## src/rtl/mips_pkg.sv

```systemverilog
// Shared types for the MIPS core's multiply/divide unit.
//   mdu_op_t    : 3-bit operation code presented by execute
//   mdu_state_t : sequencing state of the iterative MDU
package mips_pkg;

    typedef enum logic [2:0] {
        MDU_MULT  = 3'd0,
        MDU_MULTU = 3'd1,
        MDU_DIV   = 3'd2,
        MDU_DIVU  = 3'd3,
        MDU_MTHI  = 3'd4,
        MDU_MTLO  = 3'd5
    } mdu_op_t;

    typedef enum logic [1:0] {
        MDU_IDLE = 2'd0,
        MDU_CALC = 2'd1,
        MDU_FIX  = 2'd2
    } mdu_state_t;

endpackage

```

## src/rtl/mdu_step.sv

```systemverilog
// One combinational iteration of the MDU datapath.
//   is_div         : 1 = restoring trial-subtract, 0 = shift-add multiply
//   m              : multiplicand (multiply) or divisor (divide) magnitude
//   hi_in/lo_in    : partial product / partial remainder+dividend in
//   hi_out/lo_out  : same after retiring one bit
module mdu_step #(
    parameter int WIDTH = 32
) (
    input  logic             is_div,
    input  logic [WIDTH-1:0] m,
    input  logic [WIDTH-1:0] hi_in,
    input  logic [WIDTH-1:0] lo_in,
    output logic [WIDTH-1:0] hi_out,
    output logic [WIDTH-1:0] lo_out
);

    logic [WIDTH:0] sum;
    logic [WIDTH:0] shifted;
    logic [WIDTH:0] diff;

    always_comb begin
        // multiply: add m when the multiplier LSB is set, then shift the
        // whole {carry, hi, lo} right; the multiplier drains out of lo
        sum     = {1'b0, hi_in} + (lo_in[0] ? {1'b0, m} : '0);
        // divide: remainder < m, so 2*rem+bit fits in WIDTH+1 bits and
        // diff's MSB is a clean borrow flag
        shifted = {hi_in, lo_in[WIDTH-1]};
        diff    = shifted - {1'b0, m};
        if (is_div) begin
            if (!diff[WIDTH]) begin
                hi_out = diff[WIDTH-1:0];
                lo_out = {lo_in[WIDTH-2:0], 1'b1};
            end else begin
                hi_out = shifted[WIDTH-1:0];
                lo_out = {lo_in[WIDTH-2:0], 1'b0};
            end
        end else begin
            hi_out = sum[WIDTH:1];
            lo_out = {sum[0], lo_in[WIDTH-1:1]};
        end
    end

endmodule

```

## src/rtl/mdu_iter.sv

```systemverilog
// Iterative multiply/divide unit with architectural HI/LO.
//   clk, rst (async, active-low)
//   start_e, op_e, src_a_e, src_b_e : instruction from execute
//   abort                            : cancel in-flight op
//   busy  : multi-cycle op in progress (state decode)
//   done  : one-cycle pulse after HI/LO written by a multi-cycle op
//   hi/lo : architectural registers
//
// state | meaning
// IDLE  | accept MTHI/MTLO (immediate) or start MULT/DIV
// CALC  | retire BITS_PER_CYCLE bits per cycle for N cycles
// FIX   | sign-correct and write HI/LO, pulse done
module mdu_iter
    import mips_pkg::*;
#(
    parameter int WIDTH          = 32,
    parameter int BITS_PER_CYCLE = 1
) (
    input  logic             clk,
    input  logic             rst,
    input  logic             start_e,
    input  mdu_op_t          op_e,
    input  logic [WIDTH-1:0] src_a_e,
    input  logic [WIDTH-1:0] src_b_e,
    input  logic             abort,
    output logic             busy,
    output logic             done,
    output logic [WIDTH-1:0] hi,
    output logic [WIDTH-1:0] lo
);

    localparam int N  = WIDTH / BITS_PER_CYCLE;
    localparam int CW = $clog2(N + 1);

    mdu_state_t       state;
    logic [CW-1:0]    cnt;
    logic             is_div;
    logic             neg_lo;
    logic             neg_hi;
    logic [WIDTH-1:0] acc_hi;
    logic [WIDTH-1:0] acc_lo;
    logic [WIDTH-1:0] m;

    logic             signed_op, div_op, div_zero, sign_a, sign_b;
    logic [WIDTH-1:0] abs_a, abs_b, ld_m, ld_lo;
    logic             ld_neg_lo, ld_neg_hi;

    always_comb begin
        signed_op = (op_e == MDU_MULT) || (op_e == MDU_DIV);
        div_op    = (op_e == MDU_DIV) || (op_e == MDU_DIVU);
        div_zero  = div_op && (src_b_e == '0);
        sign_a    = signed_op && src_a_e[WIDTH-1];
        sign_b    = signed_op && src_b_e[WIDTH-1];
        abs_a     = sign_a ? -src_a_e : src_a_e;
        abs_b     = sign_b ? -src_b_e : src_b_e;
        ld_m      = div_op ? abs_b : abs_a;
        // with a zero divisor the raw dividend is fed through untouched so
        // the remainder comes out as src_a_e and the quotient as all ones
        ld_lo     = div_zero ? src_a_e : (div_op ? abs_a : abs_b);
        ld_neg_lo = !div_zero && (sign_a ^ sign_b);
        ld_neg_hi = div_op ? (!div_zero && sign_a) : (sign_a ^ sign_b);
    end

    // chained single-bit iterations
    for (genvar i = 0; i < BITS_PER_CYCLE; i++) begin : g_step
        logic [WIDTH-1:0] hi_in, lo_in, hi_out, lo_out;
        if (i == 0) begin : g_first
            assign hi_in = acc_hi;
            assign lo_in = acc_lo;
        end else begin : g_next
            assign hi_in = g_step[i-1].hi_out;
            assign lo_in = g_step[i-1].lo_out;
        end
        mdu_step #(.WIDTH(WIDTH)) u_step (
            .is_div (is_div),
            .m      (m),
            .hi_in  (hi_in),
            .lo_in  (lo_in),
            .hi_out (hi_out),
            .lo_out (lo_out)
        );
    end

    logic [WIDTH-1:0] step_hi, step_lo;
    assign step_hi = g_step[BITS_PER_CYCLE-1].hi_out;
    assign step_lo = g_step[BITS_PER_CYCLE-1].lo_out;

    // one negator per half; for a product the HI half takes the carry out
    // of the LO negation, for a divide the halves are independent
    logic             hi_cin;
    logic [WIDTH-1:0] neg_lo_v, neg_hi_v;
    always_comb begin
        hi_cin   = is_div ? 1'b1 : (acc_lo == '0);
        neg_lo_v = -acc_lo;
        neg_hi_v = ~acc_hi + WIDTH'(hi_cin);
    end

    assign busy = (state != MDU_IDLE);

    always_ff @(posedge clk or negedge rst) begin
        if (!rst) begin
            state  <= MDU_IDLE;
            cnt    <= '0;
            is_div <= 1'b0;
            neg_lo <= 1'b0;
            neg_hi <= 1'b0;
            acc_hi <= '0;
            acc_lo <= '0;
            m      <= '0;
            hi     <= '0;
            lo     <= '0;
            done   <= 1'b0;
        end else begin
            done <= 1'b0;
            case (state)
                MDU_IDLE: begin
                    if (start_e && !abort) begin
                        case (op_e)
                            MDU_MTHI: hi <= src_a_e;
                            MDU_MTLO: lo <= src_a_e;
                            MDU_MULT, MDU_MULTU, MDU_DIV, MDU_DIVU: begin
                                is_div <= div_op;
                                neg_lo <= ld_neg_lo;
                                neg_hi <= ld_neg_hi;
                                acc_hi <= '0;
                                acc_lo <= ld_lo;
                                m      <= ld_m;
                                cnt    <= CW'(N);
                                state  <= MDU_CALC;
                            end
                            default: ;
                        endcase
                    end
                end
                MDU_CALC: begin
                    if (abort) begin
                        state <= MDU_IDLE;
                    end else begin
                        acc_hi <= step_hi;
                        acc_lo <= step_lo;
                        cnt    <= cnt - CW'(1);
                        if (cnt == CW'(1)) state <= MDU_FIX;
                    end
                end
                MDU_FIX: begin
                    state <= MDU_IDLE;
                    if (!abort) begin
                        hi   <= neg_hi ? neg_hi_v : acc_hi;
                        lo   <= neg_lo ? neg_lo_v : acc_lo;
                        done <= 1'b1;
                    end
                end
                default: state <= MDU_IDLE;
            endcase
        end
    end

endmodule

```

## config.mk

```make
export PLATFORM = sky130hd
export DESIGN_NAME = mdu_iter
export DESIGN_NICKNAME = d
export VERILOG_FILES = /design/src/rtl/mips_pkg.sv /design/src/rtl/mdu_step.sv /design/src/rtl/mdu_iter.sv
export SDC_FILE = /design/constraint.sdc
export NUM_CORES = 1
export LEC_CHECK = 0
export BUFFER_PORTS_ARGS = -buffer_cell sky130_fd_sc_hd__clkbuf_2
export CAP_MARGIN = 20
export CORE_MARGIN = 2
export CORE_UTILIZATION = 40
export DETAILED_ROUTE_END_ITERATION = 12
export GPL_TIMING_DRIVEN = 0
export SLEW_MARGIN = 20
export SYNTH_ARGS = -nofsm -noshare
export SYNTH_HDL_FRONTEND = slang
export SYNTH_SLANG_ARGS = --single-unit
```

## constraint.sdc

```tcl
create_clock -name clk -period 5.2 [get_ports clk]
set_input_delay 0.52 -clock clk [delete_from_list [all_inputs] [get_ports clk]]
set_output_delay 0.52 -clock clk [all_outputs]
set_load 0.005 [all_outputs]
```

Word-level counts from Yosys, hierarchy flattened
Index checks and enable logic that the tools add are counted.
W data, S select, Z words.
{"block": "word_totals", "register_bits": 172}
{"block": "classes", "bitwise": 2, "addsub": 7, "reduce_logical": 23, "n_mux": 41, "eq_ne": 15}
{"op": "$mux W32", "count": 23}
{"op": "$pmux W32 S2", "count": 4}
{"op": "$neg A32 Y32", "count": 3}
{"op": "$logic_not A32 Y1", "count": 2}
{"op": "$add A32 B33 Y33", "count": 1}
{"op": "$sub A33 B32 Y33", "count": 1}
{"op": "$add A32 B1 Y32", "count": 1}
{"op": "$not A32 Y32", "count": 1}
{"op": "$mux W6", "count": 3}
{"op": "$pmux W6 S2", "count": 1}
{"op": "$reduce_and A4 Y1", "count": 3}
{"op": "$mux W2", "count": 4}
{"op": "$eq A3 B2 Y1 const B", "count": 2}
{"op": "$eq A3 B3 Y1 const B", "count": 2}
{"op": "$eq A6 B1 Y1 const B", "count": 1}
{"op": "$logic_and A1 B1 Y1", "count": 6}
{"op": "$ne A2 B1 Y1 const B", "count": 3}
{"op": "$ne A2 B2 Y1 const B", "count": 3}
{"op": "$reduce_and A3 Y1", "count": 2}
{"op": "$reduce_bool A2 Y1", "count": 3}
{"op": "$sub A6 B1 Y6 const B", "count": 1}
{"op": "$mux W1", "count": 5}
{"op": "$pmux W2 S2", "count": 1}
{"op": "$reduce_or A4 Y1", "count": 1}
{"op": "9 further kinds", "count": 11}

Longest topological paths before layout
{"block": "logic_depth", "word_depth": 9, "ltp_mapped": 18, "mapped_depth_nobuf": 16}

Cells and area by module
A second synthesis with hierarchy kept.
{"block": "hier_totals", "hier_cells": 2059, "area_unflattened_um2": 16020.4}
{"mod": "mdu_iter", "n_inst": 1, "seq_area_each_um2": 4304.1, "cells_each": 1383, "area_each_um2": 11342.1}
{"mod": "mdu_step", "n_inst": 1, "seq_area_each_um2": 0.0, "cells_each": 676, "area_each_um2": 4678.2}

Least setup slack after synthesis
No wires, ideal clock.
{"block": "synth_path", "path_kind": "register -> register", "startpoint": "register acc_lo[14]", "endpoint": "register hi[30]", "slack_ps": 488, "setup_time_ps": 95, "arrival_ps": 4617, "stages_incl_launch_ff": 16, "period_less_slack_ps": 4712, "path_buffers": 0, "path_cell_list": "dfrtp_1 > or3_1 > or4_1 > or4_1 > or3_1 > o41ai_1 > ha_1 > ha_1 > nand3b_1 > or3_1 > or4_1 > nand2b_1 > o31ai_1 > xnor2_1 > nor2_1 > o31ai_1"}
{"block": "synth_via", "elab_chain_len": 6}
{"element": "start, declared", "line": "mdu_iter.sv:41", "rtl": "logic [WIDTH-1:0] acc_lo;"}
{"element": "start signal, assigned", "line": "mdu_iter.sv:126", "rtl": "acc_lo <= ld_lo;"}
{"element": "start signal, assigned", "line": "mdu_iter.sv:140", "rtl": "acc_lo <= step_lo;"}
{"element": "$logic_not A32 Y1", "line": "mdu_iter.sv:93", "rtl": "hi_cin = is_div ? 1'b1 : (acc_lo == '0);"}
{"element": "$mux W1", "line": "mdu_iter.sv:93"}
{"element": "$add A32 B1 Y32", "line": "mdu_iter.sv:95", "rtl": "neg_hi_v = ~acc_hi + WIDTH'(hi_cin);"}
{"element": "$mux W32", "line": "mdu_iter.sv:148", "rtl": "hi <= neg_hi ? neg_hi_v : acc_hi;"}
{"element": "$mux W32", "line": "mdu_iter.sv:147", "rtl": "if (!abort) begin"}
{"element": "$pmux W32 S2", "line": "mdu_iter.sv:115", "rtl": "case (state)"}
{"element": "end signal, assigned", "line": "mdu_iter.sv:119", "rtl": "MDU_MTHI: hi <= src_a_e;"}
{"element": "end signal, assigned", "line": "mdu_iter.sv:148"}
{"element": "end, declared", "line": "mdu_iter.sv:28", "rtl": "output logic [WIDTH-1:0] hi,"}
Every way passes these cells. The select of a mux whose other input is x is not followed.
A chain may end at the register's enable or synchronous reset.

Final worst setup path
{"block": "layout_path", "startpoint": "register acc_lo[15]", "endpoint": "register hi[19]"}
Same word-level chain as after synthesis.

==> out/qor.txt <==
number of rows in the core area -> 71
worst slack, placed -> -0.746 ns
Post-synth ARST share -> 100%
area of the multi-input gates -> 10300 sq um
number of max-capacitance violations reported -> 0
layout filler cell count -> 3870
insertion delay of the later-clocked pin in the worst-skew pair -> 0.46 ns
cell count after placement -> 2624
Die Span Y -> 199 um
Critical Path Source Type -> register
Initial Util -> 40.5%
CTS Root Cell -> clkbuf_16
1st-iter DRT viols -> 1623
Max Freq -> 195 MHz
worst setup skew after layout -> 0.0163 ns
highest ir drop seen on vdd -> 220 uV
fin crit period -> 5.12 ns
number of port buffers -> 131
total via count in the routed design -> 16200
Net count, final -> 2278
Max Fanout on Critical Path -> 6
placed instance area -> 16500 sq um
maximum root-to-sink buffer count -> 2
status -> finished, final reports clean
Sequential Area -> 4310 sq um
number of endpoints with negative hold slack in the final report -> 0
vias in the first global route -> 14800
placeable core region -> 37500 sq um
maximum number of pins on one net before global-route repair -> 90
horizontal extent of the die -> 199 um
Seq cells post-synth -> 172
Slew Limit Headroom -> 24.8%
final-report max-slew violation count -> 0
Die Outline Area -> 39500 sq um
part of the cycle the worst path needs -> 98.4%
top-area cell type share of the netlist area -> 28.4%
count of clock tree sinks -> 172
total inserted antenna cells -> 0
average wire per standard cell -> 24.3 um
Post-route DRC -> 0
Warnings, synthesis -> 0
type of the setup path with the least slack -> reg2reg
PwrDens -> 493 nW/um^2
cells taking the most area after synthesis -> dfrtp_1, xnor2_1, ha_1, nor2_1, nand2_1
Worst Slack Setup Final -> 0.0839 ns
average instance area after synthesis -> 7.67 sq um
share of synthesized area occupied by flip-flops and latches -> 28.4%
CP arrival -> 5.44 ns
capturing element type of the critical path -> register
most common cell in the synthesized netlist -> nor2_1
worst min path class -> in2async
first-pass detailed-route iteration total -> 8
antenna violations before repair -> 0
leading post-synthesis cells by instance count -> nor2_1, nand2_1, dfrtp_1
sum of routed wire length over all layers -> 64600 um
last weighted congestion value of the routability-driven placer -> 0.983
total half-perimeter wirelength after legalization and detailed placement -> 51600 um
static leakage -> 7.42 nW
net count of the mapped netlist -> 2124
Sum Neg Setup Slack -> 0 ns
count of different cell masters after synthesis -> 77
library cell with the largest summed area after synthesis -> dfrtp_1
non-filler instance count after layout -> 2658
clock tree from TritonCTS -> built
layout overhead on the synthesized area -> 13.8%
residual overflow from global routing -> 0
required time at the worst-slack endpoint -> 5.52 ns
clock buffer count from CTS -> 17
number of levels in the clock H-tree -> 4
Reg clk slew, reported paths -> 0.08 ns
wire length of the first global-routing pass -> 94200 um
All-Layer GR Usage -> 32.3%
Worst Tran Pin Value -> 1.12 ns
final count of negative-setup-slack endpoints -> 0
cell area after layout -> 17300 sq um
Cells after Synth -> 1980
number of enable-type register cells in the synthesized netlist -> 0
leading register cell type out of synthesis -> dfrtp_1
IO Count -> 137
fraction of the core area covered by cells at the end of the flow -> 46.1%
remaining antenna violation count after routing -> 0
via/cell ratio -> 6.09
fraction of layout cells with a size suffix above 1 -> 10.3%
post-synthesis instance area -> 15200 sq um
-- cells by family after synthesis --
family | share of synthesized area (%)
flip-flops | 28.4
XOR/XNOR | 9.75
multiplexers | 2.50
adder cells (fa/ha/maj) | 6.12
AO/OA/AOI/OAI | 28.1
buffers and inverters | 4.79
AND/OR/NAND/NOR | 20.4
-- cell usage in the layout, fill, tap and decap left out, types with 26 or more instances in the layout --
master and count:
nor2_1 233, nand2_1 229, dfrtp_1 170, o21ai_0 169
a21oi_1 140, clkbuf_2 131, xnor2_1 115, clkbuf_1 112
o31ai_1 91, ha_1 70, inv_1 62, xor2_1 54
a211oi_1 47, nor3_1 45, a21o_1 38, nand3_1 30
mux2i_1 30, o211ai_1 26
-- final cells by class --
type / count / area share (%)
Tap cell: 511 / 3.70
Clock inverter: 12 / 0.724
Clock buffer: 20 / 2.70
Timing Repair Buffer: 136 / 4.29
Sequential cell: 172 / 24.9
Multi-Input combinational cell: 1618 / 59.5
Inverter: 64 / 1.41
Buffer: 125 / 2.79
-- sequential cells by signal, summed over array words and instances, names as in the netlist --
name    cells
neg_lo      1
lo         32
state       2
is_div      1
acc_lo     32
m          32
done        1
cnt         6
acc_hi     32
neg_hi      1
hi         32
-- layer usage --
layer  routed length [um]  share of wire (%)  global-route usage, %  vias up
met5                    0                  0                      0        -
met4                 3170                4.9                   15.9        0
met2                27600                 43                   48.0      855
li1                     -                  -                      -     7483
met1                27700                 43                   44.7     7724
met3                 6160                9.5                   6.10      123
-- worst paths after layout --
path,from,end,slack [ns],depth (start not counted)
min in group clk,abort,done,0.43,2
hold reg to reg,lo[28],lo[28],0.48,2
max in group asynchronous,rst,m[31],4.25,3
setup reg to reg,acc_lo[15],hi[19],0.08,15
hold / removal,rst,hi[14],0.09,2
setup / recovery,acc_lo[15],hi[19],0.08,15
-- power by group --
group | internal [mW] | leakage, nW | switching, mW | total (mW)
clock network | 0.713 | 0.294 | 0.623 | 1.34
registers | 1.75 | 2.17 | 0.652 | 2.40
logic | 1.86 | 4.95 | 2.91 | 4.77
total | 4.33 | 7.42 | 4.19 | 8.51
-- per-stage QoR --
stage	hold WS, ns	power [mW]
after floorplan	0.224	5.41
after global placement	0.464	6.88
after detailed placement	0.470	6.95
after CTS	0.113	8.32
after global routing	0.133	9.05
final	0.0931	8.51
-- worst max-delay path, stage by stage, from the launching register on --
cell and delay (ns):
dfrtp_2 0.46, or3_1 0.42, or4_4 0.46, or4_4 0.44, or3_4 0.38, o41ai_4 0.32, ha_2 0.25, nand2b_1 0.06
or4_1 0.48, or3_4 0.44, or4_1 0.51, o21ai_0 0.26, xnor2_1 0.18, nor2_1 0.06, a21oi_1 0.17, o21ai_0 0.09
-- timing repair --
action | 4_1_cts | 5_1_grt
gates resized for setup | 12 | 10
cloned | 0 | 0
pin swaps | 2 | 2
hold buffers | 0 | 0
setup endpoints to repair | 18 | 10
buffers inserted | 1 | 2
(Power assumes the default switching activity.)
